## src/rtl/fifo_rd_stream.sv

```systemverilog
// fifo_rd_stream: turns a standard-read FIFO port (empty/rd_en, data READ_LATENCY
// cycles later) into a valid/ready stream through a small skid buffer.
// Ports: clk, rst (async, active-high), flush (sync drop of buffered/in-flight words);
//   FIFO side: fifo_empty, fifo_dout, fifo_rderr in, fifo_rd_en out;
//   stream side: m_data, m_valid out, m_ready in; level = buffered words; err = sticky error.
module fifo_rd_stream #(
  parameter int WIDTH        = 9,
  parameter int READ_LATENCY = 1
) (
  input  logic             clk,
  input  logic             rst,
  input  logic             flush,
  input  logic             fifo_empty,
  input  logic [WIDTH-1:0] fifo_dout,
  input  logic             fifo_rderr,
  output logic             fifo_rd_en,
  output logic [WIDTH-1:0] m_data,
  output logic             m_valid,
  input  logic             m_ready,
  output logic [1:0]       level,
  output logic             err
);

  localparam int BUF_DEPTH = READ_LATENCY + 1;

  typedef logic [1:0]              ptr_t;
  typedef logic [READ_LATENCY-1:0] pipe_t;

  // Storage spans the full pointer range; entries at or past
  // BUF_DEPTH are never written because the pointers wrap earlier.
  logic [WIDTH-1:0] buf_q [4];

  ptr_t  rd_ptr_q, rd_ptr_d;
  ptr_t  wr_ptr_q, wr_ptr_d;
  ptr_t  count_q, count_d;
  pipe_t pipe_q, pipe_d;
  pipe_t squash_q, squash_d;
  logic  err_q, err_d;

  ptr_t       inflight;
  logic [2:0] occ;
  logic       capture;
  logic       pop;

  function automatic ptr_t wrap_inc(input ptr_t p);
    return (p == ptr_t'(BUF_DEPTH - 1)) ? '0 : p + 2'd1;
  endfunction

  always_comb begin
    inflight = '0;
    for (int i = 0; i < READ_LATENCY; i++)
      inflight = inflight + ptr_t'(pipe_q[i]);
  end

  // Reserve a buffer slot for every word already requested, so a
  // read is only issued when it can land even if m_ready stays low.
  assign occ        = {1'b0, count_q} + {1'b0, inflight};
  assign fifo_rd_en = !rst && !flush && !fifo_empty
                      && (occ < 3'(BUF_DEPTH));

  assign m_valid = (count_q != '0);
  assign m_data  = buf_q[rd_ptr_q];
  assign level   = count_q;
  assign err     = err_q;

  assign capture = pipe_q[READ_LATENCY-1]
                   && !squash_q[READ_LATENCY-1] && !flush;
  assign pop     = m_valid && m_ready && !flush;

  always_comb begin
    pipe_d   = (pipe_q << 1) | pipe_t'(fifo_rd_en);
    // On flush every word still travelling through the read
    // latency is marked so it is dropped when it arrives.
    squash_d = flush ? (pipe_q << 1) : (squash_q << 1);
    rd_ptr_d = pop ? wrap_inc(rd_ptr_q) : rd_ptr_q;
    wr_ptr_d = capture ? wrap_inc(wr_ptr_q) : wr_ptr_q;
    count_d  = count_q + ptr_t'(capture) - ptr_t'(pop);
    err_d    = err_q | fifo_rderr;
    if (flush) begin
      rd_ptr_d = '0;
      wr_ptr_d = '0;
      count_d  = '0;
      err_d    = 1'b0;
    end
  end

  always_ff @(posedge clk or posedge rst) begin
    if (rst) begin
      rd_ptr_q <= '0;
      wr_ptr_q <= '0;
      count_q  <= '0;
      pipe_q   <= '0;
      squash_q <= '0;
      err_q    <= 1'b0;
      for (int i = 0; i < 4; i++)
        buf_q[i] <= '0;
    end else begin
      rd_ptr_q <= rd_ptr_d;
      wr_ptr_q <= wr_ptr_d;
      count_q  <= count_d;
      pipe_q   <= pipe_d;
      squash_q <= squash_d;
      err_q    <= err_d;
      if (capture)
        buf_q[wr_ptr_q] <= fifo_dout;
    end
  end

endmodule
```

## config.mk

```make
export PLATFORM = sky130hd
export DESIGN_NAME = fifo_rd_stream
export DESIGN_NICKNAME = d
export VERILOG_FILES = /design/src/rtl/fifo_rd_stream.sv
export SDC_FILE = /design/constraint.sdc
export NUM_CORES = 1
export LEC_CHECK = 0
export ABC_AREA = 1
export BUFFER_PORTS_ARGS = -buffer_cell sky130_fd_sc_hd__buf_2
export CAP_MARGIN = 20
export CORE_MARGIN = 5
export CORE_UTILIZATION = 34
export DETAILED_ROUTE_END_ITERATION = 10
export PLACE_DENSITY = 0.5
export SYNTH_ARGS = -nofsm -noshare
export SYNTH_HDL_FRONTEND = slang
export SYNTH_SLANG_ARGS = --single-unit
```

## constraint.sdc

```tcl
create_clock -name clk -period 3.2 [get_ports clk]
set_clock_uncertainty 0.2 [all_clocks]
set_input_delay 0.64 -clock clk [delete_from_list [all_inputs] [get_ports clk]]
set_output_delay 0.64 -clock clk [all_outputs]
set_load 0.005 [all_outputs]
```

==> results of run 1 <==
metrics by stage:
stage	util (%)	cells
6_report	38.8	357
5_1_grt	38.8	357
4_1_cts	38.8	357
3_5_place_dp	37.4	349
3_3_place_gp	37.4	349
2_1_floorplan	-	250
cells by family after synthesis:
kind of cell	Yosys count
fa+ha+maj	2
flops	44
buf+inv	50
compound gates	58
simple gates	96
area by class of cell:
cell class	instances	area [um^2]	share of cell area [%]
Sequential cell	44	1100	45.5
Multi-Input combinational cell	156	822	33.9
Inverter	42	158	6.51
Timing Repair Buffer	30	155	6.40
Tap cell	77	96.3	3.98
Clock buffer	8	90.1	3.72
power by group through the flow:
| stage | logic [uW] | registers, uW | clock network (uW) |
|---|---|---|---|
| global route | 252 | 634 | 397 |
| detailed placement | 215 | 639 | 0 |
| global placement | 213 | 638 | 0 |
| finish | 209 | 628 | 360 |
| CTS | 216 | 629 | 372 |
| floorplan | 144 | 634 | 0 |
path summary, 6_finish.rpt:
check,startpoint,to,slack [ns],depth (start not counted)
setup reg to reg,level[0],level[0],1.36,7
min in group asynchronous,rst,wr_ptr_q[0],0.30,3
hold / removal,buf_q[11],buf_q[11],0.29,2
hold reg to reg,buf_q[11],buf_q[11],0.29,2
max in group asynchronous,rst,buf_q[6],2.12,3
setup / recovery,rd_ptr_q[0],m_data[7],0.76,5
registers in the layout, summed over array words and instances, names as in the netlist:
signal / flops
buf_q: 36
err: 1
rd_ptr_q: 2
wr_ptr_q: 2
pipe_q: 1
level: 2
cells in the final DEF, fill, tap and decap left out:
cell	n
a21oi_1	1
buf_2	28
buf_4	2
clkbuf_1	2
clkbuf_8	6
clkinv_1	2
dfrtp_1	44
ha_1	2
inv_1	39
inv_2	1
nand2_1	74
nand2_4	4
nand3_1	5
nor2_1	11
nor2_4	1
nor3_1	1
o211ai_1	18
o21ai_0	3
o21ai_1	21
o21ai_2	15
layer usage:
| layer | vias up | global-route usage, % | share of wire [%] |
|---|---|---|---|
| met3 | 6 | 2.67 | 4.0 |
| met5 | - | 0 | 0 |
| met4 | 0 | 4.47 | 1.2 |
| met1 | 724 | 16.2 | 47 |
| li1 | 856 | - | - |
| met2 | 19 | 22.0 | 48 |
worst min-delay path, delay by kind of cell, from the launching register on:
family             cells  cell delay, ns
DFF                    1            0.35
AOI/OAI and AO/OA      1            0.05
and+or+nand+nor        1            0.06
==> results.py, run 1 <==
metrics = {
    "status": {
        "status": "completed",
    },
    "yosys": {
        "synth.area.top_cells": "dfrtp_1 (51%), nand2_1 (13%), inv_1 (7.0%)",
        "synth_compound_area_share_pct": 18.3,
        "yosys.area.top_type": "dfrtp_1",
        "synth_seq_area_share_pct": 51.3,
        "synth_top_family_by_area": "simple AND/OR/NAND/NOR gates",
        "synth_warnings": 0,
        "synth-seq-cells": 44,
        "postSynth.asyncResetShare_pct": 100,
        "synth-simple-area-share_pct": 18.9,
        "synth_cells": 250,
        "synthMuxAreaShare_pct": 0,
        "syn_nets": 267,
        "post-synth-top-count-cell": "nand2_1",
        "synth_top_area_share_pct": 51.3,
        "synth_common_cells": "nand2_1 (74), dfrtp_1 (44), inv_1 (40)",
        "syn_avg_cell_area_um2": 8.58,
        "synthFlopType": "dfrtp_1",
        "synthAdderAreaFrac_pct": 1.17,
        "synthXorXnorAreaFrac_pct": 0,
        "synth_cell_types": 19,
        "netlist_area_um2": 2140,
        "synth_edf_count": 0,
    },
    "floorplan": {
        "num_rows": 29,
        "boundaryPins": 29,
        "die_area_um2": 8000,
        "start_util_pct": 34.4,
        "fp.dieH_um": 89.4,
        "core_um2": 6240,
        "die_x_um": 89.4,
    },
    "setup_path": {
        "crit_path_frequent_cell": "nand2_1",
        "cp_max_fo": 37,
        "arrival_ns": 1.60,
        "path_class": "flop to output port",
        "cp-start-kind": "flop",
        "crit_chain": "inv_2 -> nand2_1 -> o211ai_1 -> nand2_1 -> buf_2",
        "crit_buf_inv": 2,
        "cp_slowest_cell": "inv_2",
        "cp-end-kind": "output port",
        "cp.required_ns": 2.36,
        "critical-path-top-delay-family": "buffers and inverters",
        "slowest_delay_ns": 0.45,
    },
    "placement": {
        "dp_slack_ns": 0.960,
        "placed_cell_area_um2": 2330,
        "dp_hpwl_um": 2910,
        "gp_congestion": 0.751,
        "port_buffers": 28,
    },
    "sta": {
        "fin_ws_ns": 0.761,
        "fin_crit_ns": 2.44,
        "timing.final.crit_share_pct": 76.2,
        "rsz0062_at_grt": "false",
        "fin_hold_ws_ns": 0.286,
        "setup_violations": 0,
        "hold_viol_final": 0,
        "tightestPinTransition_ns": 0.585,
        "tns_ns": 0,
        "max_freq_ghz": 0.410,
        "relSlewSlack_pct": 61.0,
        "slew_violations": 0,
    },
    "global_routing": {
        "grtUsageTotal_pct": 12.9,
        "grt_pass1_vias": 1628,
        "antenna_found_initial": 0,
        "grt_start_max_net_pins": 45,
        "grt_pass1_wl_um": 7790,
        "grt-ovfl-total": 0,
    },
    "routing": {
        "route.detailed.drc": 0,
        "vias": 1605,
        "first_iter_violations": 73,
        "dr.pass1.iters": 4,
        "wire_per_inst_um": 12.5,
        "drtAntennaViolNets": 0,
        "vias_per_cell": 4.50,
        "wirelength_um": 4470,
    },
    "cts": {
        "htreeDepth": 2,
        "cts_made_buffers": 5,
        "postCtsSetupBuffers": 0,
        "clk_pin_slew_worst_paths_ns": 0.08,
        "cts-resized-gates": 0,
        "cts_hold_buf": 0,
        "clock_latency_ns": 0.29,
        "cts-root-buf": "clkbuf_8",
        "clockBufferDepth": 2,
        "cts_num_sinks": 44,
        "cts_tree": "yes",
    },
    "finish": {
        "area_delta_synth_final_pct": 13.0,
        "final_cell_area_um2": 2420,
        "drive_gt1_share_pct": 20.4,
        "antenna_cells": 0,
        "final_net_count": 296,
        "n_fill_cell": 693,
    },
    "job": {
        "max_cap_violations": 0,
    },
    "power": {
        "p_total_uw": 1200,
        "power.leakage_uw": 0.00135,
        "power_frac_seq_pct": 52.4,
        "intPower_uw": 869,
        "swShare_pct": 27.5,
        "ir_drop_v": 0.000202,
        "power.switching_uw": 329,
        "powerDensity_nw_per_um2": 494,
        "p_comb_share_pct": 17.5,
        "pwr-share-clk_pct": 30.1,
    },
    "worst_hold_path": {
        "hold_path_class": "flop to flop",
    },
}
Power figures use the tool's default switching activity.
==> inputs of run 2 (changes only) <==
--- a/config.mk
+++ b/config.mk
@@ -11,7 +11,7 @@
 export CORE_MARGIN = 5
 export CORE_UTILIZATION = 34
 export DETAILED_ROUTE_END_ITERATION = 10
-export PLACE_DENSITY = 0.5
+export PLACE_DENSITY = 0.52
 export SYNTH_ARGS = -nofsm -noshare
 export SYNTH_HDL_FRONTEND = slang
 export SYNTH_SLANG_ARGS = --single-unit
==> constraint.sdc (replaced) <==
create_clock -name clk -period 2.2 [get_ports clk]
set_clock_uncertainty 0.2 [all_clocks]
set_input_delay 0.44 -clock clk [delete_from_list [all_inputs] [get_ports clk]]
set_output_delay 0.44 -clock clk [all_outputs]
set_load 0.005 [all_outputs]
==> results.py, run 2 (synthesized netlist as in run 1, its figures left out) <==
metrics = {
    "power": {
        "power.switching_uw": 479,
        "ir_drop_v": 0.000253,
        "power.leakage_uw": 0.00137,
        "p_comb_share_pct": 17.8,
        "power_frac_seq_pct": 52.5,
        "intPower_uw": 1260,
        "pwr-share-clk_pct": 29.7,
        "swShare_pct": 27.5,
        "powerDensity_nw_per_um2": 709,
    },
    "finish": {
        "multi_input_area_um2": 822,
        "layout_common_cells": "nand2_1 (74), dfrtp_1 (44), inv_1 (39)",
        "final-instance-count-excl-fill": 359,
        "drive_gt1_share_pct": 22.3,
        "final_common_cell": "nand2_1",
        "n_fill_cell": 673,
        "largest_register_ffs": 36,
        "area_delta_synth_final_pct": 14.7,
        "regArea_um2": 1100,
        "final_cell_area_um2": 2460,
        "largest-register": "buf_q",
        "antenna_cells": 0,
        "final_net_count": 298,
    },
    "global_routing": {
        "grt_pass1_wl_um": 7480,
        "grt-ovfl-total": 0,
        "grtUsageTotal_pct": 12.6,
        "antenna_found_initial": 0,
        "grt_start_max_net_pins": 45,
        "grt_pass1_vias": 1568,
    },
    "sta": {
        "tns_ns": 0,
        "max_freq_ghz": 0.507,
        "timing.final.crit_share_pct": 89.7,
        "rsz0062_at_grt": "false",
        "slew_violations": 0,
        "fin_crit_ns": 1.97,
        "relSlewSlack_pct": 62.4,
        "setup_violations": 0,
        "hold_viol_final": 0,
        "tightestPinTransition_ns": 0.564,
    },
    "worst_hold_path": {
        "hold_start": "fifo_empty",
        "hold_end": "pipe_q",
        "min_delay_path_depth": 2,
        "hold_path_class": "input port to flop",
    },
    "cts": {
        "htreeDepth": 2,
        "cts-root-buf": "clkbuf_8",
        "cts_made_buffers": 5,
        "clock_latency_ns": 0.29,
        "postCtsSetupBuffers": 0,
        "cts_tree": "yes",
        "clk_pin_slew_worst_paths_ns": 0.08,
        "cts_hold_buf": 0,
        "clockBufferDepth": 2,
        "cts_num_sinks": 44,
        "cts-resized-gates": 0,
    },
    "floorplan": {
        "start_util_pct": 34.4,
        "core_um2": 6240,
        "boundaryPins": 29,
        "fp.dieH_um": 89.4,
        "die_area_um2": 8000,
        "die_x_um": 89.4,
        "num_rows": 29,
    },
    "routing": {
        "wire_per_inst_um": 12.2,
        "vias": 1599,
        "route.detailed.drc": 0,
        "dr.pass1.iters": 4,
        "first_iter_violations": 90,
        "drtAntennaViolNets": 0,
        "vias_per_cell": 4.45,
        "wirelength_um": 4370,
    },
    "setup_path": {
        "crit_buf_inv": 3,
        "cp.required_ns": 1.56,
        "cp_slowest_cell": "dfrtp_1",
        "cp-start-kind": "flop",
        "slowest_delay_ns": 0.41,
        "ff2ff_path_depth": 7,
        "crit_chain": "inv_2 -> buf_12 -> nand2_1 -> o211ai_1 -> nand2_1 -> buf_2",
        "path_class": "flop to output port",
        "cp-end-kind": "output port",
        "crit_path_frequent_cell": "nand2_1",
        "arrival_ns": 1.33,
        "cp_max_fo": 37,
        "critical-path-top-delay-family": "flip-flops",
        "crit-reg2reg-launch": "level[0]",
        "worstReg2RegEnd": "level[1]",
        "r2r_slack_ns": 0.41,
    },
    "placement": {
        "dp_hpwl_um": 2850,
        "placed_cell_area_um2": 2360,
        "gp_congestion": 0.697,
        "port_buffers": 28,
        "dpl.cell_count": 351,
    },
    "job": {
        "max_cap_violations": 0,
    },
    "status": {
        "status": "completed",
    },
}
run 2: cell types whose count changed in the layout (fill, tap and decap cells not counted):
cell and delta:
buf_12 +1, buf_4 +1, clkbuf_1 -2, clkinv_1 -2, clkinv_2 +2, clkinvlp_4 +2
run 2: worst max-delay path by stage:
stage                     slack (ns)         from         end  cells past startpoint
after floorplan                 0.22          rst  fifo_rd_en                      3
after global placement          0.40        flush  fifo_rd_en                      5
after detailed placement        0.36        flush  fifo_rd_en                      5
after CTS                       0.07  rd_ptr_q[1]   m_data[7]                      4
after global routing            0.08  rd_ptr_q[1]   m_data[7]                      4
final                           0.23  rd_ptr_q[0]   m_data[7]                      6
run 2: stage by stage:
step,hold slack [ns],utilization [%],setup WS (ns),power (uW)
2_1_floorplan,0.248,-,0.219,1130
3_3_place_gp,0.265,37.9,0.397,1240
3_5_place_dp,0.270,37.9,0.360,1250
4_1_cts,0.0926,39.4,0.0705,1790
5_1_grt,0.118,39.4,0.0786,1860
6_report,0.106,39.4,0.227,1740
run 2: power groups by stage:
stage / Combinational [uW] / Clock (uW) / Sequential, uW
after floorplan: 210 / 0 / 922
after global placement: 317 / 0 / 928
after detailed placement: 321 / 0 / 930
after CTS: 322 / 550 / 914
after global routing: 368 / 573 / 923
final: 310 / 518 / 915
run 2: routing by layer:
metal,track usage (%),routed length (um),share of wire [%],up-vias
li1,-,-,-,859
met1,15.9,2070,47,715
met2,20.4,2020,46,21
met3,3.23,198,4.5,4
met4,5.28,83,1.9,0
met5,0,0,0,-
run 2: area by class of cell:
class,count,share of cell area (%)
flip-flops and latches,44,44.8
clock buffers,6,3.36
clock inverters,2,0.407
well taps,77,3.92
inverters,42,6.71
multi-input cells,156,33.4
repair buffers,32,7.43
